==> src/rtl/uart_receiver.sv <==
// 8N1 UART receiver: 2-flop synchronizer, mid-bit sampling, one-cycle rx_valid / frame_err strobes.
// rx_data holds the last good byte until the next good stop bit.
module uart_receiver #(
   parameter int CLKS_PER_BIT = 10416
) (
   input  logic       clk,
   input  logic       rst_n,
   input  logic       RxD,
   output logic [7:0] rx_data,
   output logic       rx_valid,
   output logic       frame_err,
   output logic       busy
);

   localparam int CNT_W = $clog2(CLKS_PER_BIT);
   localparam logic [CNT_W-1:0] LAST    = CNT_W'(CLKS_PER_BIT - 1);
   localparam logic [CNT_W-1:0] HALF_M1 = CNT_W'(CLKS_PER_BIT / 2 - 1);

   typedef enum logic [2:0] {IDLE, START, DATA, STOP, WAIT_IDLE} state_t;

   state_t           state, state_n;
   logic [CNT_W-1:0] cnt, cnt_n;
   logic [2:0]       bit_idx, bit_idx_n;
   logic [7:0]       shreg, shreg_n, data_n;
   logic             valid_n, err_n;
   logic             sync1, rxs;

   // Both stages reset high so leaving reset never looks like a start bit.
   always_ff @(posedge clk or negedge rst_n) begin
      if (!rst_n) begin
         sync1 <= 1'b1;
         rxs   <= 1'b1;
      end else begin
         sync1 <= RxD;
         rxs   <= sync1;
      end
   end

   always_ff @(posedge clk or negedge rst_n) begin
      if (!rst_n) begin
         state     <= IDLE;
         cnt       <= '0;
         bit_idx   <= '0;
         shreg     <= '0;
         rx_data   <= '0;
         rx_valid  <= 1'b0;
         frame_err <= 1'b0;
      end else begin
         state     <= state_n;
         cnt       <= cnt_n;
         bit_idx   <= bit_idx_n;
         shreg     <= shreg_n;
         rx_data   <= data_n;
         rx_valid  <= valid_n;
         frame_err <= err_n;
      end
   end

   always_comb begin
      state_n   = state;
      cnt_n     = cnt + 1'b1;
      bit_idx_n = bit_idx;
      shreg_n   = shreg;
      data_n    = rx_data;
      valid_n   = 1'b0;
      err_n     = 1'b0;
      case (state)
         IDLE: begin
            cnt_n = '0;
            if (!rxs) state_n = START;
         end
         START: begin
            // A start bit that is high again at its midpoint was a glitch.
            if (cnt == HALF_M1) begin
               cnt_n     = '0;
               bit_idx_n = '0;
               state_n   = rxs ? IDLE : DATA;
            end
         end
         DATA: begin
            if (cnt == LAST) begin
               cnt_n   = '0;
               shreg_n = {rxs, shreg[7:1]};
               if (bit_idx == 3'd7) state_n = STOP;
               else                 bit_idx_n = bit_idx + 3'd1;
            end
         end
         STOP: begin
            if (cnt == LAST) begin
               cnt_n = '0;
               if (rxs) begin
                  data_n  = shreg;
                  valid_n = 1'b1;
                  state_n = IDLE;
               end else begin
                  err_n   = 1'b1;
                  state_n = WAIT_IDLE;
               end
            end
         end
         WAIT_IDLE: begin
            // Held-low line (break) reports one error, then waits for idle.
            cnt_n = '0;
            if (rxs) state_n = IDLE;
         end
         default: state_n = IDLE;
      endcase
   end

   assign busy = (state != IDLE);

endmodule

==> config.mk <==
export PLATFORM = sky130hd
export DESIGN_NAME = uart_receiver
export DESIGN_NICKNAME = d
export VERILOG_FILES = /design/src/rtl/uart_receiver.sv
export SDC_FILE = /design/constraint.sdc
export NUM_CORES = 1
export LEC_CHECK = 0
export CORE_ASPECT_RATIO = 0.7
export CORE_UTILIZATION = 37
export DETAILED_ROUTE_END_ITERATION = 8
export SETUP_SLACK_MARGIN = 0.1
export SLEW_MARGIN = 20
export SYNTH_ARGS = -nofsm -noshare
export SYNTH_HDL_FRONTEND = slang
export SYNTH_SLANG_ARGS = --single-unit
export TNS_END_PERCENT = 5
==> constraint.sdc <==
create_clock -name clk -period 1.8 [get_ports clk]
set_input_delay 0.36 -clock clk [delete_from_list [all_inputs] [get_ports clk]]
set_output_delay 0.36 -clock clk [all_outputs]
set_load 0.005 [all_outputs]
# Yosys cells after proc, flatten, opt, wreduce, memory -nomap -nowiden
# Index checks and enable logic that the tools add are counted.
word_totals:
  output_inout_bits: 11
  input_bits: 3
  register_bits: 40
  wordCells: 56
op_classes:
  reduce_logical: 9
  eq_ne: 14
  n_addsub: 2
  muxes: 22
ops:
  columns: ["cell", "n"]
  rows:
  - ["14-bit case mux with 3 select lines", 1]
  - ["3-bit 2-to-1 mux", 10]
  - ["14-bit 2-to-1 mux", 2]
  - ["3-bit case mux with 5 select lines", 1]
  - ["14-bit by 1-bit adder with 14-bit output (second input constant)", 1]
  - ["14-bit by 13-bit == test with 1-bit output (second input constant)", 1]
  - ["14-bit == test (second input constant)", 1]
  - ["2-bit inequality test (second input constant)", 7]
  - ["3-bit by 2-bit == test with 1-bit output (second input constant)", 2]
  - ["3-bit == test (second input constant)", 2]
  - ["1-bit 2-to-1 mux", 6]
  - ["3-bit case mux with 2 select lines", 1]
  - ["6-bit AND reduction", 1]
  - ["4-bit AND reduction", 1]
  - ["2-bit OR reduction", 2]
  - ["3-bit by 1-bit adder with 3-bit output (second input constant)", 1]
  - ["3-bit by 1-bit == test with 1-bit output (second input constant)", 1]
  - ["3-bit logical NOT", 1]
  - ["3-bit AND reduction", 1]
  - ["3-bit nonzero test", 1]
  - ["2-bit 2-to-1 mux", 1]
  - ["2-bit AND reduction", 1]
  - ["2-bit nonzero test", 1]

# Logic depth before layout (Yosys ltp)
# Gate-level depths: netlist (run 1).
depth:
  word_depth: 4
  mapped_depth: 7

# Worst setup path after synthesis (run 1)
# Ideal clock, no wire load.
synth_path:
  kind: "reg2reg"
  from: "register cnt[0]"
  to: "register shreg[0]"
  path_buffers: 1
  path_slack_ns: 0.051
  stages_incl_launch_ff: 7
  t_arrival_ns: 1.624
  t_required_ns: 1.675
  setup_time_ns: 0.125
  synth_period_minus_slack_ns: 1.749
  path_cell_list: "dfrtp_1 -> ha_1 -> and3_1 -> buf_2 -> nand4_4 -> nor2_4 -> mux2_2"
synth_between:
  elab_chain_cells: 2
synth_lines:
  columns: ["element", "line", "source"]
  rows:
  - ["start: declaration", "22", "logic [CNT_W-1:0] cnt, cnt_n;"]
  - ["start signal: assignment", "50", "cnt <= cnt_n;"]
  - ["14-bit == test", "81", "if (cnt == LAST) begin"]
  - ["2-bit AND reduction (no source line)", null, null]
  - ["end signal: assignment", "52", "shreg <= shreg_n;"]
  - ["end: declaration", "24", "logic [7:0] shreg, shreg_n, data_n;"]
# Every way passes these cells.
# A chain may end at the register's enable or synchronous reset.

# Final worst setup path (run 1)
layout_path:
  from: "register cnt[6]"
  to: "register shreg[7]"
# Same word-level chain as after synthesis.

==> metrics.md, run 1 <==
| Metric | Value |
|---|---|
| Status | `finished clean` |
| Actual slew at the worst max-slew pin | `0.339 ns` |
| Post-Route Skew | `0.00938 ns` |
| Fin util | `53.3%` |
| Placement row count | `21` |
| Starting density of the core | `39.3%` |
| Sum of net half-perimeters after detailed placement | `2940 um` |
| Inserted Diodes | `0` |
| Synthesized area per cell | `11.9 um2` |
| Primary FF master, synth | `dfrtp_1` |
| Maximum VDD drop | `345 uV` |
| Most used routing layer | `met1` |
| Count of unresolved DRC violations after routing | `0` |
| Max-Slew Margin vs Limit | `77.2%` |
| Number of routed nets with antenna violations | `0` |
| # clock sinks | `40` |
| Quantity of I/O buffers inserted on ports | `13` |
| Worst setup slack for register-to-register paths | `0.05 ns` |
| Final WL | `4320 um` |
| Hold/Removal Path Class | `reg2reg` |
| Flip-flop and latch count after synthesis | `40` |
| Share of post-route cells with drive strength above 1 | `41.1%` |
| Worst EP required | `1.97 ns` |
| Antenna violations before repair | `0` |
| Global-route wire length before repair | `7220 um` |
| Tmin final | `1.75 ns` |
| Longest individual stage delay on the worst path | `0.45 ns` |
| Met2 GRT Util | `25.1%` |
| Portion of the post-synthesis area used by sequential elements | `52.6%` |
| Lkg Pwr | `1.09 nW` |
| Max-cap violations | `0` |
| Synthesized cell area | `0.00191 mm2` |
| Iteration count of the initial detailed-routing pass | `4` |
| Vias per cell | `5.13` |
| Highest attainable clock frequency | `573 MHz` |
| Number of buffers added by the clock tree synthesis step | `5` |
| Clock-pin slew on the worst setup and hold paths | `0.09 ns` |
| Final global-route overflow total | `0` |
| Global placer's final weighted congestion | `0.851` |
| Die height | `62.1 um` |
| Startpoint Class | `flip-flop` |
| Endpoint arrival time on the critical path | `1.92 ns` |
| All-layer global routing usage | `17.2%` |
| Clock tree from TritonCTS | `yes` |
| Number of instances in the synthesized netlist | `161` |
| Placeable core area | `0.00486 mm2` |
| Number of vias after detailed routing | `1417` |
| Fraction of registers with async set/reset | `100%` |
| Pin count of the biggest net entering global routing | `19` |
| Master of the slowest instance on the critical path | `dfrtp_2` |
| Category of the most critical setup path | `reg2reg` |
| Number of warning messages in the yosys log | `0` |
| Synth cell types | `40` |
| Final Hold Violating Endpoints | `0` |
| Areal power density over the cells | `655 mW/mm2` |
| Clock latency at the later pin of the worst-skew pair | `0.29 ns` |
| Capturing element type of the critical path | `flip-flop` |
| Initial drt markers | `74` |
| Unrepaired setup endpoints after global routing | `yes` |
| Met1 track demand over resource | `25.8%` |
| Cell chosen for the clock root | `clkbuf_8` |
| I/O pin total | `14` |
| Nets in the synthesized netlist | `167` |
| Maximum buffer depth of the clock tree | `2` |
| Routed wire per std cell | `15.6 um` |
| Relative area change from synthesis to final layout | `35.6%` |
| Fraction of the cycle the final worst path needs | `97.0%` |
| Cell-by-cell listing of the critical path | `and4bb_2 > nand4_4 > nor2_4 > mux2_2` |
| Level count of the clock H-tree | `2` |
| Chip width | `87.9 um` |
| Net total in the final layout | `212` |
| Total Negative Setup Slacks | `0 ns` |
| Number of synthesized flops with an enable pin | `0` |
| Number of global-route vias before repair | `1422` |
| Total setup violations reported at the end of the flow | `0` |
| Slew Limit Fails | `0` |
| Met3 capacity usage during global routing | `3.72%` |
| Total Die Area | `0.00546 mm2` |
| Max Fanout on Critical Path | `7` |
where the power goes:
group          leakage, nW  switching, mW  internal, mW
Clock               0.0548          0.344         0.418
Sequential           0.530        0.00270         0.902
Combinational        0.502         0.0212       0.00817
through the flow:
stage          cell area, um2  power (mW)  instances  worst slack [ns]  hold WS [ns]
6_report                 2590        1.70        276            0.0546         0.363
3_5_place_dp             2250       0.951        257           -0.0202         0.245
4_1_cts                  2480        1.71        269            0.0138         0.364
2_1_floorplan            1910       0.924        161            0.0724        0.0644
3_3_place_gp             2250       0.949        257            0.0169         0.239
5_1_grt                  2590        1.76        276          -0.00141         0.370
logic make-up (layout without fill, tap and decap cells):
family,Yosys count,after routing,share of synthesized area [%]
simple gates,67,68,21.4
buf+inv,9,54,2.36
xor+xnor,11,11,5.05
mux,17,17,10.0
flops,40,40,52.6
compound gates,14,14,6.62
fa+ha+maj,3,3,1.97
critical path: cells and delay by family (launching register included):
kind	cells	cell delay, ns
flip-flops	1	0.45
multiplexers	1	0.36
AND/OR/NAND/NOR	3	0.81
path summary, 6_finish.rpt:
kind	start	endpoint	cells past startpoint
setup reg to reg	cnt[6]	shreg[7]	4
hold reg to reg	sync1	rxs	0
hold / removal	sync1	rxs	0
setup / recovery	cnt[6]	shreg[7]	4
max in group asynchronous	rst_n	sync1	3
min in group asynchronous	rst_n	cnt[8]	2
sequential cells by signal (all words and copies together), names as in the netlist:
register / cells
bit_idx: 3
cnt: 14
frame_err: 1
rx_data: 8
rx_valid: 1
rxs: 1
shreg: 8
state: 3
sync1: 1
synth_stat cells, types with 2 or more instances:
cell type  count  area share [%]
dfrtp_1       38              50
nor2_1        19             3.7
mux2_2        17              10
xnor2_1        9             4.1
nand2_1        6             1.2
nor3_1         6             1.6
inv_1          5            0.98
nand3_1        5             1.3
nor2b_1        5             1.6
nand4_1        4             1.3
and3_1         3            0.98
buf_2          3            0.79
ha_1           3             2.0
nor4_1         3            0.98
a21oi_1        2            0.52
a221o_1        2             1.0
and2_1         2            0.66
and4bb_2       2             1.3
dfstp_2        2             2.8
nor3b_1        2            0.79
nor4bb_1       2             1.0
o22a_1         2            0.92
xor2_1         2            0.92
what timing repair did:
action                                 in CTS  in global routing
setup endpoints to repair                  34                 34
gates cloned                                0                  1
pin swaps                                  18                  6
endpoints found under the hold margin       8                  0
hold buffers                                1                  0
buffers inserted                            3                  6
gates resized for setup                    28                 12
cell type report:
| class | count | area (um2) |
|---|---|---|
| tap | 69 | 86.3 |
| clock buffer | 5 | 68.8 |
| multi-input combinational | 113 | 996 |
| fill | 403 | 2270 |
| inverter | 5 | 18.8 |
| sequential | 40 | 1010 |
| timing repair buffer | 41 | 365 |
| clock inverter | 3 | 46.3 |
layout by cell type, fill, tap and decap left out, types with 2 or more instances in the layout:
cell type	instances
a221o_1	2
and2_1	2
and3_1	2
and4bb_2	3
buf_12	2
buf_4	24
clkbuf_8	5
clkdlybuf4s50_1	11
dfrtp_1	34
dfrtp_2	4
dfstp_2	2
ha_1	2
inv_1	5
mux2_2	9
mux2_4	8
nand2_1	5
nand3_1	4
nand4_1	4
nor2_1	10
nor2_2	2
nor2_4	10
nor2b_1	4
nor3_1	6
nor3b_1	2
nor4_1	3
nor4bb_1	2
o22a_1	2
xnor2_1	9
xor2_1	2
per-layer routing:
layer,vias up,part of all wire [%],wire length (um)
met5,-,0,0
met4,0,0.51,22
met3,4,3.0,131
met2,19,46,1990
met1,728,50,2170
li1,666,-,-
(Power assumes the default switching activity.)
==> run 2, diff against run 1 <==
--- a/config.mk
+++ b/config.mk
@@ -6,7 +6,9 @@
 export NUM_CORES = 1
 export LEC_CHECK = 0
 export CORE_ASPECT_RATIO = 0.7
+export CORE_MARGIN = 1.5
 export CORE_UTILIZATION = 37
+export CTS_CLUSTER_DIAMETER = 100
 export DETAILED_ROUTE_END_ITERATION = 8
 export SETUP_SLACK_MARGIN = 0.1
 export SLEW_MARGIN = 20
==> run 2 against run 1 <==
Compared with the run above: utilization is 1.8 points lower; clock skew is 0.0026 ns lower; worst hold slack worse by 0.25 ns; clock power is 24% lower; routed wire length is 9.0% lower; fmax is 2.4% higher; design area is 3.4% lower; combinational power is 20% lower; global-route usage is 0.97 points lower; via count is 3.2% lower; total power is 11% lower.
==> metrics.md, run 2 (same netlist as run 1, synthesis figures left out) <==
| Metric | Value |
|---|---|
| Areal power density over the cells | `604 mW/mm2` |
| Max Fanout on Critical Path | `9` |
| Slack of the critical path | `0.0962 ns` |
| Met1 track demand over resource | `22.8%` |
| Number of buffers added by the clock tree synthesis step | `5` |
| I/O pin total | `14` |
| Tmin final | `1.70 ns` |
| Logic pwr share | `1.6%` |
| Routed wire per std cell | `14.3 um` |
| Max-cap violations | `0` |
| Final WL | `3930 um` |
| Met2 GRT Util | `24.7%` |
| Global-route wire length before repair | `6890 um` |
| Number of global-route vias before repair | `1400` |
| Proportion of power drawn by the clock network | `38.5%` |
| Die height | `63.1 um` |
| Status | `finished clean` |
| Chip width | `88.9 um` |
| Net switching power | `333 uW` |
| Slew Limit Fails | `0` |
| Clock-pin slew on the worst setup and hold paths | `0.08 ns` |
| Number of flip-flops in the largest register | `14` |
| Number of vias after detailed routing | `1371` |
| Maximum VDD drop | `409 uV` |
| Max-Slew Margin vs Limit | `66.7%` |
| Initial drt markers | `74` |
| Highest attainable clock frequency | `587 MHz` |
| All-layer global routing usage | `16.2%` |
| Cell chosen for the clock root | `clkbuf_8` |
| Capturing element type of the critical path | `flip-flop` |
| Final global-route overflow total | `0` |
| Actual slew at the worst max-slew pin | `0.499 ns` |
| Final instance count without filler cells | `275` |
| Share of post-route cells with drive strength above 1 | `35.4%` |
| # clock sinks | `40` |
| Inserted Diodes | `0` |
| Minimum hold slack | `0.113 ns` |
| Total Die Area | `0.00561 mm2` |
| Final Hold Violating Endpoints | `0` |
| Pin count of the biggest net entering global routing | `41` |
| Post-placement worst setup slack | `-0.0245 ns` |
| Net total in the final layout | `211` |
| Internal Pwr Total | `1.18 mW` |
| Count of unresolved DRC violations after routing | `0` |
| Hold/Removal Path Class | `in2async` |
| Quantity of I/O buffers inserted on ports | `13` |
| Fraction of the cycle the final worst path needs | `94.7%` |
| Iteration count of the initial detailed-routing pass | `5` |
| Unrepaired setup endpoints after global routing | `yes` |
| Category of the most critical setup path | `reg2reg` |
| Maximum buffer depth of the clock tree | `2` |
| Endpoint arrival time on the critical path | `1.88 ns` |
| Met3 capacity usage during global routing | `4.59%` |
| Startpoint Class | `flip-flop` |
| Relative area change from synthesis to final layout | `31.0%` |
| Placement row count | `21` |
| Biggest registers after layout | `cnt (14), rx_data (8), shreg (8)` |
| Post-Route Skew | `0.00673 ns` |
| Total setup violations reported at the end of the flow | `0` |
| Fraction of power spent switching nets | `22.1%` |
| Sum of net half-perimeters after detailed placement | `2760 um` |
| Starting density of the core | `39.3%` |
| Antenna violations before repair | `0` |
| Leading cell type in the layout, fill and taps excluded | `dfrtp_1` |
| Clock latency at the later pin of the worst-skew pair | `0.29 ns` |
| Worst EP required | `1.98 ns` |
| Register share of total power | `59.9%` |
| Top register by number of flip-flops | `cnt` |
| Top library cells by usage in the layout, fill and taps aside | `dfrtp_1, buf_4, nor2_1` |
| Lkg Pwr | `1.10 nW` |
| Most used routing layer | `met2` |
| Post-Place Cells | `256` |
| Clock tree from TritonCTS | `yes` |
| Placeable core area | `0.00486 mm2` |
| Number of routed nets with antenna violations | `0` |
| Level count of the clock H-tree | `2` |
| Global placer's final weighted congestion | `0.740` |
| Vias per cell | `4.99` |
run 2: changes by cell type in the layout (fill, tap and decap cells not counted), sizes merged:
cell         previous run  this run
clkinv                  0         3
buf                    28        29
bufinv                  1         0
clkinvlp                1         0
dlygate4sd3             1         0
inv                     6         5
nor2                   22        21
run 2: worst paths after layout:
kind                               from          to  slack (ns)  cells after the start
worst max register to register  cnt[11]  bit_idx[1]         0.1                      7
worst min register to register    sync1         rxs        0.36                      0
worst min-delay path              rst_n     cnt[12]        0.11                      2
max in group asynchronous         rst_n      cnt[6]        1.31                      2
worst max-delay path            cnt[11]  bit_idx[1]         0.1                      7
min in group clk                  sync1         rxs        0.36                      0
run 2: cell type report:
cell class,count,area (um2)
sequential,40,1010
tap,69,86.3
clock buffer,5,68.8
multi-input combinational,112,922
fill,436,2360
timing repair buffer,41,379
clock inverter,3,18.8
inverter,5,18.8
run 2: power by group through the flow:
stage	clock network, mW	logic (mW)	registers, mW
global route	0.647	0.0281	0.905
floorplan	0	0.00213	0.921
detailed placement	0	0.0249	0.923
CTS	0.612	0.0252	0.905
finish	0.582	0.0236	0.905
global placement	0	0.0242	0.922
run 2: critical path, stage by stage, from the launching register on:
cell	delay, ns
dfrtp_2	0.43
buf_4	0.14
and4bb_2	0.25
nand4_4	0.15
nor2_4	0.05
buf_12	0.14
buf_4	0.13
a221o_1	0.30
run 2: metrics by stage:
stage / TNS, ns / cell area (um2) / power [mW] / util, %
final: 0 / 2500 / 1.51 / 51.5
after floorplan: 0 / 1910 / 0.924 / -
after global routing: 0 / 2500 / 1.58 / 51.5
after global placement: 0 / 2240 / 0.947 / 46.1
after CTS: 0 / 2400 / 1.54 / 49.4
after detailed placement: -0.189 / 2240 / 0.948 / 46.1
run 2: per-layer routing:
metal | vias up | wire length [um] | share of wire [%]
met5 | - | 0 | 0
met4 | 0 | 0 | 0
met3 | 0 | 161 | 4.1
met2 | 27 | 1860 | 47
met1 | 673 | 1910 | 49
li1 | 671 | - | -
run 2: repair_timing:
action | in CTS | in global routing
gates resized for setup | 9 | 9
hold buffers | 0 | 0
setup endpoints to repair | 34 | 34
pin swaps | 6 | 6
buffers inserted | 4 | 7
